==> src/rtl/crc8_arbiter.sv <==
// Round-robin arbiter that shares one bit-serial CRC-8 engine among N_REQ clients.
// Define CRC8_ARB_TIMEOUT_EN to add a WAIT-state watchdog that aborts a hung engine.
module crc8_arbiter #(
   parameter int         N_REQ          = 4,
   parameter logic [7:0] INIT_VAL       = 8'h00,
   parameter int         TIMEOUT_CYCLES = 64
) (
   input  logic                clk_i,
   input  logic                rst_ni,
   input  logic [N_REQ-1:0]    req_i,
   input  logic [16*N_REQ-1:0] data_i,
   output logic [N_REQ-1:0]    gnt_o,
   output logic [N_REQ-1:0]    done_o,
   output logic [7:0]          crc_o,
   output logic                err_o,
   output logic                busy_o,
   output logic                eng_rst_o,
   output logic [7:0]          eng_init_o,
   output logic [15:0]         eng_val_o,
   output logic                eng_start_o,
   input  logic                eng_busy_i,
   input  logic [7:0]          eng_result_i
);

   localparam int IDX_W = (N_REQ > 1) ? $clog2(N_REQ) : 1;

   if (N_REQ < 2 || N_REQ > 8 || TIMEOUT_CYCLES < 1 || TIMEOUT_CYCLES > 255) begin : g_param_check
      $error("crc8_arbiter: N_REQ or TIMEOUT_CYCLES out of range");
   end

   typedef enum logic [2:0] {
      S_IDLE,
      S_LOAD,
      S_START,
      S_WAIT,
      S_DONE
   } state_t;

   state_t           state_q;
   logic [N_REQ-1:0] gnt_q;
   logic [N_REQ-1:0] done_q;
   logic [IDX_W-1:0] rr_q;
   logic [7:0]       crc_q;
   logic [15:0]      val_q;
   logic             eng_rst_q;
   logic             eng_start_q;
   logic             seen_busy_q;
`ifdef CRC8_ARB_TIMEOUT_EN
   localparam logic [7:0] TIMEOUT_LIMIT = 8'(TIMEOUT_CYCLES - 1);
   logic [7:0]       timer_q;
   logic             err_q;
`endif

   logic [IDX_W-1:0] cand_c;
   logic             win_found_d;
   logic [IDX_W-1:0] win_idx_d;
   logic [15:0]      win_word_d;
   logic [N_REQ-1:0] win_gnt_d;

   // Scan clients starting just after the last winner, wrapping, so the last winner ranks lowest.
   always_comb begin
      // NOTE: every output of this block gets a default first so no path leaves it unassigned (no latch).
      cand_c      = '0;
      win_found_d = 1'b0;
      win_idx_d   = rr_q;
      win_word_d  = '0;
      win_gnt_d   = '0;
      for (int off = 1; off <= N_REQ; off++) begin
         cand_c = IDX_W'((int'(rr_q) + off) % N_REQ);
         if (!win_found_d && req_i[cand_c]) begin
            win_found_d       = 1'b1;
            win_idx_d         = cand_c;
            win_word_d        = data_i[{cand_c, 4'b0000} +: 16];
            win_gnt_d[cand_c] = 1'b1;
         end
      end
   end

   always_ff @(posedge clk_i or negedge rst_ni) begin
      if (!rst_ni) begin
         state_q     <= S_IDLE;
         gnt_q       <= '0;
         done_q      <= '0;
         rr_q        <= IDX_W'(N_REQ - 1);
         crc_q       <= '0;
         val_q       <= '0;
         eng_rst_q   <= 1'b0;
         eng_start_q <= 1'b0;
         seen_busy_q <= 1'b0;
`ifdef CRC8_ARB_TIMEOUT_EN
         timer_q     <= '0;
         err_q       <= 1'b0;
`endif
      end else begin
         // NOTE: state is updated with non-blocking assignments so every register samples pre-edge values.
         done_q      <= '0;
         eng_rst_q   <= 1'b0;
         eng_start_q <= 1'b0;
         unique case (state_q)
            S_IDLE: begin
               if (win_found_d) begin
                  gnt_q     <= win_gnt_d;
                  val_q     <= win_word_d;
                  rr_q      <= win_idx_d;
                  eng_rst_q <= 1'b1;
                  state_q   <= S_LOAD;
               end
            end
            S_LOAD: begin
               eng_start_q <= 1'b1;
               state_q     <= S_START;
            end
            S_START: begin
               seen_busy_q <= 1'b0;
`ifdef CRC8_ARB_TIMEOUT_EN
               timer_q     <= '0;
`endif
               state_q     <= S_WAIT;
            end
            S_WAIT: begin
               // The engine may take a cycle to raise busy; only a busy-then-idle sequence means done.
               if (eng_busy_i) seen_busy_q <= 1'b1;
               if (!eng_busy_i && seen_busy_q) begin
                  done_q  <= gnt_q;
                  crc_q   <= eng_result_i;
`ifdef CRC8_ARB_TIMEOUT_EN
                  err_q   <= 1'b0;
`endif
                  state_q <= S_DONE;
               end
`ifdef CRC8_ARB_TIMEOUT_EN
               else if (timer_q == TIMEOUT_LIMIT) begin
                  done_q    <= gnt_q;
                  crc_q     <= '0;
                  err_q     <= 1'b1;
                  eng_rst_q <= 1'b1;
                  state_q   <= S_DONE;
               end else begin
                  timer_q <= timer_q + 8'd1;
               end
`endif
            end
            S_DONE: begin
               gnt_q   <= '0;
               state_q <= S_IDLE;
            end
            default: state_q <= S_IDLE;
         endcase
      end
   end

   assign gnt_o       = gnt_q;
   assign done_o      = done_q;
   assign crc_o       = crc_q;
   assign busy_o      = (state_q != S_IDLE);
   assign eng_rst_o   = eng_rst_q;
   assign eng_init_o  = INIT_VAL;
   assign eng_val_o   = val_q;
   assign eng_start_o = eng_start_q;
`ifdef CRC8_ARB_TIMEOUT_EN
   assign err_o       = err_q;
`else
   assign err_o       = 1'b0;
`endif

endmodule

==> config.mk <==
export PLATFORM = sky130hd
export DESIGN_NAME = crc8_arbiter
export DESIGN_NICKNAME = d
export VERILOG_FILES = /design/src/rtl/crc8_arbiter.sv
export SDC_FILE = /design/constraint.sdc
export NUM_CORES = 1
export LEC_CHECK = 0
export BUFFER_PORTS_ARGS = -buffer_cell sky130_fd_sc_hd__clkbuf_2
export CORE_UTILIZATION = 40
export CTS_CLUSTER_DIAMETER = 100
export DETAILED_ROUTE_END_ITERATION = 8
export PLACE_DENSITY_LB_ADDON = 0.12
export SLEW_MARGIN = 30
export SYNTH_ARGS = -nofsm -noshare
export SYNTH_HDL_FRONTEND = slang
export SYNTH_SLANG_ARGS = --single-unit
==> constraint.sdc <==
create_clock -name clk_i -period 2.9 [get_ports clk_i]
set_input_delay 0.58 -clock clk_i [delete_from_list [all_inputs] [get_ports clk_i]]
set_output_delay 0.58 -clock clk_i [all_outputs]
set_load 0.05 [all_outputs]
==> results <==
- The async set-reset flop share out of synthesis is 1.000.
- Of the post-synthesis cell area, the dominant cell type holds 0.3814.
- The detail route stage leaves a number of antenna-violating nets equal to 0.
- The synthesized design contains 0 enable-type register cells.
- The average wire per cell in the routed design is 16.50 µm.
- Leaving out filler cells and counting taps, the final layout contains 594.
- The die boundary height is 102.2 µm.
- Of all nets on the critical path, the largest fanout is 13.
- The number of sinks handled by clock tree synthesis is 40.
- The final-report hold violation count is 0.
- For this design the static power due to leakage is 0.002026 µW.
- The count of instances resized after the clock tree is built is 0.
- IR analysis of the VDD net gives a maximum drop of 0.5735 mV.
- The final layout contains routed wiring with a total length of 9.801 mm.
- The most instantiated flip-flop cell in the synthesis netlist is dfrtp_1.
- The class of the worst hold path is input pin to async pin.
- Before CTS, the worst setup slack after placement is 0.2156 ns.
- In the final routing, the length of wire on met1 measures 4.258 mm.
- The buffer levels on the longest clock path is 2.
- The met2 layer wire length in the routed design is 4.955 mm.
- The area inside the core boundary is 9729 µm².
- The power per cell area is 1287 nW/µm².
- The insertion delay to the later sink of the worst-skew pair is 0.30 ns.
- The max-cap check violation count is 0.
- Pin placement for this block handled 123 I/O pins.
- The number of antenna violations at the first check in global routing was 0.
- The routed layout has 3375 vias.
- The number of global-route vias before repair is 3239.
- The via density per instance is 5.682.
- The share of the Yosys chip area taken by registers is 0.2499.
- Wire segments on met3 add up to 520 µm in the final route.
- The internal portion of the total power is 3052 µW.
- The required time at the worst-slack endpoint is 3.03 ns.
- The startpoint of the worst register-to-register path is rr_q[0].
- In this run the critical register-to-register path is captured at eng_val_o[6].
- In this run, placement finished with an instance count of 586.
- Summed over all nets, the switching power comes to 3060 µW.
- In this run, distinct cell masters in the synthesized netlist total 33.
- Buffers placed on the I/O ports in this run total 113.
- The run finished with clean final reports.
- The worst setup path is launched from a flip-flop.
- The arrival time at the worst endpoint is 2.79 ns.
- The final worst-path cycle share is 0.9171.
- The number of flip-flops and latches in the synthesized netlist is 40.
- The detailed router's first-iteration violation count is 141.
- Of the cells placed in the final design, the portion with a size suffix greater than 1 is 0.4729.
- Setup slack on the critical path of the routed design comes to 0.2403 ns.
- The CTS tree is built.
- By area the synthesized netlist is led by mux4_2 (38%), dfrtp_1 (24%), nand2_1 (4.6%), a31oi_1 (3.4%), mux2_2 (3.1%).
- The worst clock skew is 0.008847 ns.
- The repair_antennas step left the layout with diodes totalling 0.
- In the final timing run, aggregate negative setup slack is 0 ns.
- The congestion estimate from routability-driven global placement came to 0.7561.
- The share of the core filled with cells is 0.4879.
- The net count of the finished layout is 547.
- The overall track demand over capacity in global routing is 0.1967.
- The clock root buffer master is clkbuf_8.
- Timing would allow up to 376.0 MHz.
- Buffers inserted during clock tree synthesis total 5.
- Final hold analysis gives a worst-case slack of 0.2908 ns.
- Measured in cells, the most critical reg-to-reg path has a length of 8.
- The count of filler cells inserted in the layout is 923.
- The maximum level of the CTS H-tree is 2.
- In this run the core area contains 36 standard-cell rows.
- The post-detailed-placement half-perimeter wirelength is 7.222 mm.
- STA classifies the critical path endpoint as a flip-flop.
- The path type of the worst setup path is flip-flop to flip-flop.
- The worst-case headroom to the max-slew limit is 0.4192.
- Of the total power, the share spent switching nets is 0.5006.
- The flop-to-flop setup slack is 0.24 ns.
- Setup violations remaining at the end of the flow were counted as 0.
- The number of hold buffers added after CTS was 0.
- The mean area per synthesized cell is 11.15 µm².
- The clock power share is 0.079.
- The combinational cell fraction of total power is 0.759.
- The post-CTS setup buffer count is 0.
- Relative to the synthesized area, the layout overhead comes to 18.23%.
- The number of synthesis warnings is 0.
- The wire length of the first global-routing pass is 16.05 mm.
- Setup repair after global routing left no endpoint under its margin.
- In the routed design, unresolved DRC markers number 0.
- After clock tree synthesis, the clock-pin slew on the worst setup and hold paths is 0.09 ns.
- The biggest area contributor in the post-synthesis netlist is mux4_2.
- Summed over all layers, the global routing overflow is 0.
- The die outline width is 102.2 µm.
- The number of pins with negative max-slew slack in the final report is 0.
- Entering global routing, the biggest net connects 44 pins.
- For this configuration, the core starts out at a cell density of 0.4127.
- Before antenna repair, the detailed router went through 4 iterations.
- The synthesized netlist occupies a cell area of 4015 µm².
- The top routing layer in use is met4.
- The die footprint is 10440 µm².
- The time the final worst path needs with I/O delays and setup is 2.660 ns.
- Synthesis produced 360 cells.
- The transition time at the pin with the least slew margin is 0.8691 ns.
- Of the total power, registers draw 0.162.
state kept, by name, summed over array words and instances, names as in the netlist:
name / count
crc_o: 8
done_o: 4
eng_rst_o: 1
eng_start_o: 1
eng_val_o: 16
gnt_o: 4
rr_q: 2
seen_busy_q: 1
state_q: 3
cells by family (layout without fill, tap and decap cells):
group,count (synthesis),after routing,share of synthesized area
compound gates,67,67,0.1013
flops,40,40,0.2499
simple gates,108,108,0.1206
xor+xnor,1,1,0.002182
other cells,1,9,0.0009340
mux,85,85,0.4272
buf+inv,50,143,0.07292
fa+ha+maj,8,8,0.02493
layout make-up:
type,count,area (µm²),share of cell area
Sequential cell,40,1007,0.2122
Clock buffer,5,68.82,0.01450
Clock inverter,3,46.29,0.009752
Multi-Input combinational cell,278,2759,0.5812
Inverter,10,37.54,0.007907
Tap cell,133,166.4,0.03506
Timing Repair Buffer,125,661.9,0.1394
worst max-delay path by stage:
stage / from / to / slack, ns / cells past startpoint
4_1_cts: rr_q[0] / eng_val_o[5] / 0.19 / 7
3_5_place_dp: rr_q[0] / eng_val_o[5] / 0.22 / 7
5_1_grt: rr_q[0] / eng_val_o[3] / 0.07 / 8
3_3_place_gp: rr_q[0] / eng_val_o[3] / 0.29 / 7
2_1_floorplan: rr_q[0] / eng_val_o[0] / 0.06 / 11
6_report: rr_q[0] / eng_val_o[6] / 0.24 / 8
cells in the mapped netlist, types with 2 or more instances:
library cell   n
mux4_2        68
nand2_1       49
dfrtp_1       38
nor2_1        32
a31oi_1       22
a21oi_1       14
buf_2         12
buf_4         12
mux2_2        11
o22ai_1       11
clkbuf_1      10
inv_1         10
o21ai_0       10
ha_1           8
and2b_1        6
buf_6          6
mux2i_1        6
nor2b_1        5
a41o_1         4
and2_1         4
nand3_1        4
o211ai_1       4
dfstp_2        2
nor3_1         2
o21ai_1        2
critical path: stages (launching register included):
cell and delay, ns:
dfstp_4 0.66, inv_1 0.12, ha_2 0.42, buf_4 0.25, mux4_2 0.61, a21oi_1 0.15
o21ai_0 0.09, o21ai_0 0.08, a31oi_1 0.11
stage by stage:
step           total power, µW  cell area, µm²
2_1_floorplan             4825            4045
3_3_place_gp              5592            4626
3_5_place_dp              5663            4628
4_1_cts                   6160            4743
5_1_grt                   6613            4747
6_report                  6111            4747
cell usage in the layout, fill, tap and decap left out, drive strengths merged, types with 5 or more instances in the layout:
cell type	Yosys	layout
clkbuf	10	118
ha	8	8
nor2b	5	5
dfrtp	38	38
mux2i	6	6
mux4	68	68
a31oi	22	22
conb	1	9
nand2	49	49
nor2	33	33
o21ai	12	12
mux2	11	11
inv	10	11
a21oi	14	14
o22ai	11	11
and2b	6	6
buf	30	12
per-layer routing:
| metal | track usage | vias to the layer above |
|---|---|---|
| met1 | 0.2641 | 1689 |
| met4 | 0.03736 | 0 |
| met3 | 0.02804 | 6 |
| met2 | 0.3418 | 108 |
| li1 | - | 1572 |
| met5 | 0 | - |
power by group through the flow:
stage                     clock, µW  sequential [µW]  combinational [µW]
after detailed placement          0             1010                4660
after global placement            0              999                4590
final                           482              992                4640
after global routing            523             1040                5050
after floorplan                   0             1750                3080
after CTS                       501              995                4660
Power figures use the tool's default switching activity.
